===== src/rtl/spmv_fifo_rr_arbiter.sv =====
// spmv_fifo_rr_arbiter
//   Round-robin read scheduler sharing one downstream MAC stage between
//   NUM_LANES nonzero-entry FIFOs. Issues at most one FIFO read per cycle,
//   absorbs the FIFO's 1-cycle registered read latency, and buffers results
//   in a 2-entry output queue with a valid/ready handshake.
//
// Ports
//   clk, rst_n     clock (rising edge), asynchronous active-low reset
//   enable         permits new FIFO reads; in-flight reads always complete
//   lane_mask      per-lane arbitration eligibility
//   fifo_empty     per-lane FIFO empty flags
//   fifo_data      per-lane FIFO read data, lane i at [i*DATA_WIDTH +: DATA_WIDTH]
//   fifo_rd_en     one-hot-or-zero per-lane read enable
//   out_valid      output queue head is valid
//   out_data       head entry data
//   out_lane       head entry source lane
//   out_ready      consumer accepts the head entry
//   busy           read in flight or output queue non-empty
module spmv_fifo_rr_arbiter #(
  parameter int NUM_LANES  = 4,
  parameter int DATA_WIDTH = 32,
  parameter int LANE_W     = 2
) (
  input  logic                            clk,
  input  logic                            rst_n,
  input  logic                            enable,
  input  logic [NUM_LANES-1:0]            lane_mask,
  input  logic [NUM_LANES-1:0]            fifo_empty,
  input  logic [NUM_LANES*DATA_WIDTH-1:0] fifo_data,
  output logic [NUM_LANES-1:0]            fifo_rd_en,
  output logic                            out_valid,
  output logic [DATA_WIDTH-1:0]           out_data,
  output logic [LANE_W-1:0]               out_lane,
  input  logic                            out_ready,
  output logic                            busy
);

  logic [LANE_W-1:0]     r_ptr;
  logic                  r_inflight;
  logic [LANE_W-1:0]     r_if_lane;
  logic [1:0]            r_count;
  logic [DATA_WIDTH-1:0] r_q_data [2];
  logic [LANE_W-1:0]     r_q_lane [2];

  logic [NUM_LANES-1:0]  w_elig;
  logic                  w_found;
  logic [LANE_W-1:0]     w_grant;
  logic                  w_pop;
  logic [2:0]            w_occ;
  logic                  w_issue;
  logic [DATA_WIDTH-1:0] w_cap_data;

  assign w_elig    = lane_mask & ~fifo_empty;
  assign out_valid = (r_count != 2'd0);
  assign out_data  = r_q_data[0];
  assign out_lane  = r_q_lane[0];
  assign busy      = r_inflight | (r_count != 2'd0);
  assign w_pop     = out_valid & out_ready;

  // First eligible lane searching upward from the priority pointer, wrapping.
  always_comb begin
    int unsigned idx;
    idx     = 0;
    w_found = 1'b0;
    w_grant = '0;
    for (int unsigned k = 0; k < NUM_LANES; k++) begin
      idx = (32'(r_ptr) + k) % NUM_LANES;
      if (!w_found && w_elig[idx]) begin
        w_found = 1'b1;
        w_grant = LANE_W'(idx);
      end
    end
  end

  // Occupancy after this cycle's pop; at most 2 entries queued plus in flight.
  // Gating with rst_n keeps read enables low for the whole reset window.
  assign w_occ   = {1'b0, r_count} + {2'b00, r_inflight} - {2'b00, w_pop};
  assign w_issue = rst_n & enable & w_found & (w_occ < 3'd2);

  always_comb begin
    fifo_rd_en = '0;
    if (w_issue) fifo_rd_en[w_grant] = 1'b1;
  end

  always_comb begin
    w_cap_data = '0;
    for (int unsigned k = 0; k < NUM_LANES; k++) begin
      if (LANE_W'(k) == r_if_lane) w_cap_data = fifo_data[k*DATA_WIDTH +: DATA_WIDTH];
    end
  end

  always_ff @(posedge clk or negedge rst_n) begin
    if (!rst_n) begin
      r_ptr      <= '0;
      r_inflight <= 1'b0;
      r_if_lane  <= '0;
    end else begin
      r_inflight <= w_issue;
      if (w_issue) begin
        r_if_lane <= w_grant;
        r_ptr     <= (w_grant == LANE_W'(NUM_LANES - 1)) ? '0 : w_grant + 1'b1;
      end
    end
  end

  // Slot 0 is always the head; a pop shifts slot 1 down.
  always_ff @(posedge clk or negedge rst_n) begin
    if (!rst_n) begin
      r_count     <= '0;
      r_q_data[0] <= '0;
      r_q_data[1] <= '0;
      r_q_lane[0] <= '0;
      r_q_lane[1] <= '0;
    end else begin
      case ({r_inflight, w_pop})
        2'b10: begin
          if (r_count == 2'd0) begin
            r_q_data[0] <= w_cap_data;
            r_q_lane[0] <= r_if_lane;
          end else begin
            r_q_data[1] <= w_cap_data;
            r_q_lane[1] <= r_if_lane;
          end
          r_count <= r_count + 2'd1;
        end
        2'b01: begin
          r_q_data[0] <= r_q_data[1];
          r_q_lane[0] <= r_q_lane[1];
          r_count     <= r_count - 2'd1;
        end
        2'b11: begin
          if (r_count == 2'd1) begin
            r_q_data[0] <= w_cap_data;
            r_q_lane[0] <= r_if_lane;
          end else begin
            r_q_data[0] <= r_q_data[1];
            r_q_lane[0] <= r_q_lane[1];
            r_q_data[1] <= w_cap_data;
            r_q_lane[1] <= r_if_lane;
          end
        end
        default: ;
      endcase
    end
  end

endmodule


===== config.mk =====
export PLATFORM = sky130hd
export DESIGN_NAME = spmv_fifo_rr_arbiter
export DESIGN_NICKNAME = d
export VERILOG_FILES = /design/src/rtl/spmv_fifo_rr_arbiter.sv
export SDC_FILE = /design/constraint.sdc
export NUM_CORES = 1
export LEC_CHECK = 0
export BUFFER_PORTS_ARGS = -buffer_cell sky130_fd_sc_hd__buf_2
export CORE_MARGIN = 1.5
export CORE_UTILIZATION = 49
export DETAILED_ROUTE_END_ITERATION = 10
export PLACE_DENSITY_LB_ADDON = 0.25
export SETUP_SLACK_MARGIN = 0.3
export SLEW_MARGIN = 10
export SYNTH_ARGS = -nofsm -noshare
export SYNTH_HDL_FRONTEND = slang
export SYNTH_SLANG_ARGS = --single-unit

===== constraint.sdc =====
create_clock -name clk -period 3.71 [get_ports clk]
set_input_delay 0.742 -clock clk [delete_from_list [all_inputs] [get_ports clk]]
set_output_delay 0.742 -clock clk [all_outputs]
set_load 0.02 [all_outputs]

==> reports/qor.yml, run 1 <==
yosys:
  yosysMostFrequentCell: "dfrtp_1"
  syn-instance-count: 393
  syn_nets: 540
  yosys.area.top_type: "dfrtp_1"
  avgSynthCellArea_um2: 11.6
  syn_area_um2: 4570
  synth_top_area_share_pct: 41.1
  synth_seq_cells: 75
  async_reset_ff_share_pct: 100
  ys_seq_area_share_pct: 41.1
  synthDistinctLibCells: 39
  synth_edf_count: 0
  ys_warn_count: 0
  synth_area_leaders: "dfrtp_1 41%, mux4_2 15%, mux2_4 8.9%"
  synth_commonest_cells: "75 x dfrtp_1, 69 x nand2_1, 40 x buf_4"
  synth_ff_type: "dfrtp_1"
floorplanning:
  die_y_um: 99.6
  die_x_um: 99.6
  start_util_pct: 49.9
  fp-row-count: 35
  dieArea_um2: 9910
  io_pins: 180
  core-area_um2: 9150
routing:
  wl_per_cell_um: 15.6
  dr.first_iter.drc_count: 105
  post-route-drc-count: 0
  vias: 3460
  ant_nets: 0
  firstDrtPassIters: 6
  drt-total-wl_mm: 10.1
  viasPerCell: 5.31
pwr:
  p_leak_nw: 2.59
  pwr_density_cell_nw_per_um2: 795
  peakVddDrop_mv: 0.450
global_routing:
  grt_pass1_wl_mm: 16.3
  grt_antenna_before_repair: 0
  grtUsageTotal_pct: 20.9
  grt-ovfl-total: 0
  grt_start_max_net_pins: 45
  grt_pass1_vias: 3477
setup_path:
  crit_required_ps: 2970
  slowest_delay_ps: 530
  path_class: "flip-flop to output port"
  end_kind: "output port"
  crit_chain: "inv_2, ha_4, nand2b_1, xnor2_2, nand2b_4, fa_2, nand3_2, nor3_4, and2_4, buf_4"
  cpLargestDelayFamily: "simple AND/OR/NAND/NOR gates"
  crit_buf_inv: 2
  worst_setup_path_start_kind: "flip-flop"
  worstPathArrival_ps: 2560
  r2r_slack_ps: 970
  cp_max_fo: 5
  cp_slowest_cell: "fa_2"
clock_tree:
  cts_sinks: 75
  htreeDepth: 3
  path_clk_slew_ps: 80
  cts_root_buf: "clkbuf_8"
  cts_buffers: 9
  cts_tree: "done"
  clock_latency_ps: 340
  clockBufferDepth: 2
placement:
  detailed_place_hpwl_mm: 7.14
  place_congestion: 0.821
  io_buffers: 179
  dp_cells: 631
cells_and_area:
  antenna_cells: 0
  area_growth_pct: 21.4
  nets: 683
  finalNonFillerCells: 651
  drive_above_1_share_pct: 53.0
timing:
  setup_tns_ps: 0
  max_freq_mhz: 302
  setup_viol: 0
  relSlewSlack_pct: 33.5
  grt_setup_unrepaired: "no"
  post-route-min-period_ps: 3310
  fin_crit_sh_pct: 89.1
  finalClockSkew_ps: 13.1
  tightest_slew_ps: 995
  finalMaxSlewViolations: 0
  hold_viol: 0
flow_run:
  drv_cap: 0
status:
  status: "completed"
worst_hold_path:
  min_path_type: "primary input to asynchronous set/reset pin"
state kept, by name, summed over array words and instances, names as in the netlist:
| name | flops |
|---|---|
| r_count | 2 |
| r_if_lane | 2 |
| out_lane | 2 |
| r_q_data | 32 |
| r_ptr | 2 |
| r_inflight | 1 |
| r_q_lane | 2 |
| out_data | 32 |
placed cells by master, fill, tap and decap left out, drive strengths merged, types with 6 or more instances in the layout:
cell,count
a31oi,35
buf,193
clkbuf,10
dfrtp,75
ha,6
inv,7
mux2,37
mux4,32
nand2,69
nor2,36
what timing repair did:
item                       CTS  global route
resized for setup            6             8
setup endpoints to repair    4             4
pin swaps                    1             2
setup buffers                3             2
hold buffers                 0             0
cells by family (layout without fill, tap and decap cells):
| family | after synthesis | count (layout) | share of synthesized area [%] |
|---|---|---|---|
| AO/OA/AOI/OAI | 45 | 45 | 6.77 |
| XOR/XNOR | 3 | 3 | 0.575 |
| flip-flops | 75 | 75 | 41.1 |
| buffers and inverters | 68 | 215 | 10.5 |
| AND/OR/NAND/NOR | 124 | 124 | 11.3 |
| adder cells (fa/ha/maj) | 7 | 7 | 2.08 |
| multiplexers | 71 | 71 | 27.6 |
path summary, 6_finish.rpt:
path | to | cells after the start | from
max in group asynchronous | r_count[1] | 3 | rst_n
max | fifo_rd_en[2] | 10 | r_count[0]
min reg2reg | r_q_data[12] | 1 | r_q_data[12]
max reg2reg | r_if_lane[1] | 12 | r_count[0]
min in group clk | r_q_data[12] | 1 | r_q_data[12]
min | out_data[16] | 2 | rst_n
routing by layer:
| metal | global-route usage, % | vias to the layer above | share of wire (%) |
|---|---|---|---|
| met5 | 0 | - | 0 |
| met4 | 6.72 | 0 | 1.4 |
| met3 | 3.44 | 13 | 4.9 |
| met2 | 36.8 | 108 | 51 |
| met1 | 26.3 | 1703 | 43 |
| li1 | - | 1636 | - |
area by class of cell:
class	count	area, um2
Tap cell	111	139
Multi-Input combinational cell	250	2270
Inverter	7	26.3
Timing Repair Buffer	193	1030
Clock inverter	5	80.1
Fill cell	790	3610
Sequential cell	75	1880
Clock buffer	10	128
metrics by stage:
| stage | instance area (um2) | power, mW | setup slack [ps] | utilization (%) | hold slack [ps] |
|---|---|---|---|---|---|
| after floorplan | 4570 | 3.41 | 420 | - | 446 |
| after global placement | 5240 | 3.61 | 496 | 57.3 | 467 |
| after detailed placement | 5240 | 3.68 | 425 | 57.3 | 475 |
| after CTS | 5490 | 4.39 | 305 | 60.0 | 485 |
| after global routing | 5540 | 4.71 | 300 | 60.6 | 502 |
| final | 5540 | 4.41 | 403 | 60.6 | 482 |
report_power, final:
| part | internal [mW] | switching (mW) | total (mW) |
|---|---|---|---|
| Clock | 0.374 | 0.298 | 0.672 |
| Combinational | 1.10 | 1.15 | 2.25 |
| Sequential | 1.23 | 0.257 | 1.49 |
| Total | 2.70 | 1.71 | 4.41 |
(Power assumes the default switching activity.)
==> inputs of run 2 (changes only) <==
--- a/config.mk
+++ b/config.mk
@@ -6,10 +6,10 @@
 export NUM_CORES = 1
 export LEC_CHECK = 0
 export BUFFER_PORTS_ARGS = -buffer_cell sky130_fd_sc_hd__buf_2
-export CORE_MARGIN = 1.5
+export CORE_MARGIN = 2
 export CORE_UTILIZATION = 49
 export DETAILED_ROUTE_END_ITERATION = 10
-export PLACE_DENSITY_LB_ADDON = 0.25
+export PLACE_DENSITY = 0.8
 export SETUP_SLACK_MARGIN = 0.3
 export SLEW_MARGIN = 10
 export SYNTH_ARGS = -nofsm -noshare
==> reports/qor.yml, run 2 (synthesized netlist as in run 1, its figures left out) <==
status:
  status: "completed"
floorplanning:
  core-area_um2: 9150  # unchanged
  die_x_um: 101  # +1.0%
  dieArea_um2: 10100  # +2.0%
  fp-row-count: 35  # unchanged
  die_y_um: 101  # +1.0%
  start_util_pct: 49.9  # unchanged
  io_pins: 180  # unchanged
timing:
  post-route-min-period_ps: 3340  # +33.4 ps
  max_freq_mhz: 299  # -1.0%
  setup_tns_ps: 0  # unchanged
  finalClockSkew_ps: 12.8  # -0.365 ps
  finalMaxSlewViolations: 0  # unchanged
  fin_crit_sh_pct: 90.0  # +0.90 points
  tightest_slew_ps: 943  # -52.7 ps
  hold_viol: 0  # unchanged
  relSlewSlack_pct: 37.0  # +3.5 points
  grt_setup_unrepaired: "yes"
  setup_viol: 0  # unchanged
setup_path:
  critPathMostFrequentCell: "nand2b_4"
  path_class: "flip-flop to output port"
  slowest_delay_ps: 540  # about the same
  cpLargestDelayFamily: "simple AND/OR/NAND/NOR gates"
  cp_slowest_cell: "fa_2"
  cp_max_fo: 6  # +1
  crit_buf_inv: 2  # unchanged
  end_kind: "output port"
  worst_setup_path_start_kind: "flip-flop"
  worstPathArrival_ps: 2600  # +40 ps
  crit_required_ps: 2970  # about the same
  crit_chain: "inv_2, ha_4, nand2b_4, xnor2_4, nand2b_4, fa_2, nand3_2, nor3_4, and2_1, buf_6"
routing:
  viasPerCell: 5.40  # +1.5%
  dr.first_iter.drc_count: 105  # unchanged
  firstDrtPassIters: 5  # -1
  wl_per_cell_um: 16.7  # +7.4%
  vias: 3518  # +1.7%
  drt-total-wl_mm: 10.9  # +7.5%
  ant_nets: 0  # unchanged
  post-route-drc-count: 0  # unchanged
placement:
  detailed_place_hpwl_mm: 7.42  # +4.0%
  dp_cells: 631  # unchanged
  io_buffers: 179  # unchanged
  place_congestion: 0.834  # +1.6%
global_routing:
  grtUsageTotal_pct: 21.2  # +0.29 points
  grt_pass1_vias: 3539  # +1.8%
  grtUsageMet1_pct: 26.0  # -0.30 points
  grt_antenna_before_repair: 0  # unchanged
  grt.busiest_layer: "met2"
  grt_pass1_wl_mm: 16.7  # +2.7%
  grtUsageMet2_pct: 36.7  # -0.17 points
  grt-ovfl-total: 0  # unchanged
  grt_start_max_net_pins: 69  # +53%
  gr-usage-met3_pct: 3.54  # +0.093 points
pwr:
  peakVddDrop_mv: 0.549  # +22%
  p_leak_nw: 2.60  # +0.55%
  pwr_density_cell_nw_per_um2: 803  # +0.99%
  fin_total_pwr_mw: 4.47  # +1.5%
cells_and_area:
  final_cell_mix: "174 x buf_2, 73 x dfrtp_1, 69 x nand2_1"
  layout_commonest_cell: "buf_2"
  finalNonFillerCells: 652  # +0.15%
  fill_cells: 734  # -7.1%
  register_area_um2: 1880  # unchanged
  area_growth_pct: 21.9
  drive_above_1_share_pct: 53.8  # +0.83 points
  nets: 683  # unchanged
  antenna_cells: 0  # unchanged
  multiInputGateArea_um2: 2290  # +0.94%
clock_tree:
  path_clk_slew_ps: 90  # about the same
  cts_tree: "done"
  cts_sinks: 75  # unchanged
  htreeDepth: 3  # unchanged
  clockBufferDepth: 2  # unchanged
  cts_root_buf: "clkbuf_8"
  cts_buffers: 9  # unchanged
  hold_buffers: 0  # unchanged
  clock_latency_ps: 350  # about the same
worst_hold_path:
  min_path_type: "primary input to asynchronous set/reset pin"
flow_run:
  drv_cap: 0  # unchanged
## run 2: changes by cell type in the layout (fill, tap and decap cells not counted), moves of 2 or more
cell	before	now
clkinv_4	0	2
clkinvlp_4	2	0
buf_6	0	4
buf_4	18	15
## run 2: through the flow
stage / setup slack [ps] / area [um2] / hold WS [ps] / utilization, %
4_1_cts: 324 / 5500 / 492 / 60.1
2_1_floorplan: 420 / 4570 / 446 / -
6_report: 370 / 5570 / 490 / 60.9
3_5_place_dp: 406 / 5230 / 479 / 57.2
5_1_grt: 268 / 5570 / 517 / 60.9
3_3_place_gp: 486 / 5230 / 467 / 57.2
## run 2: final timing paths
check | cells past startpoint | to | from | slack (ps)
setup reg to reg | 10 | r_if_lane[0] | r_count[0] | 1140
min in group clk | 1 | r_q_lane[1] | r_q_lane[1] | 500
hold reg to reg | 1 | r_q_lane[1] | r_q_lane[1] | 500
max in group asynchronous | 3 | r_if_lane[0] | rst_n | 2320
hold / removal | 2 | out_data[5] | rst_n | 490
setup / recovery | 10 | fifo_rd_en[0] | r_count[0] | 370
## run 2: repair_timing
item / CTS / global route
hold endpoints to repair: 0 / 0
setup buffers: 2 / 3
pin swaps: 2 / 3
endpoints found under the setup margin: 4 / 4
gates resized for setup: 10 / 12
## run 2: power by group
group          leakage, nW  internal (mW)  switching, mW
Sequential           0.866           1.23          0.242
Clock                0.109          0.337          0.317
Combinational         1.63           1.12           1.23
## run 2: worst register-to-register path: cells and delay by family (launching register included)
family,cells,cell delay (ps)
mux,1,320
flops,1,380
buf+inv,2,250
xor+xnor,1,150
fa+ha+maj,2,710
simple gates,4,660
## run 2: layout make-up
cell class	count	area share, %
Multi-Input combinational cell	250	41.1
Sequential cell	75	33.7
Timing Repair Buffer	193	18.5
Tap cell	111	2.49
Clock buffer	10	2.47
Clock inverter	6	1.30
Inverter	7	0.472
## run 2: metal layers
metal | wire length, um | part of all wire (%)
met2 | 5730 | 53
met3 | 439 | 4.0
met1 | 4530 | 42
met4 | 190 | 1.7
met5 | 0 | 0
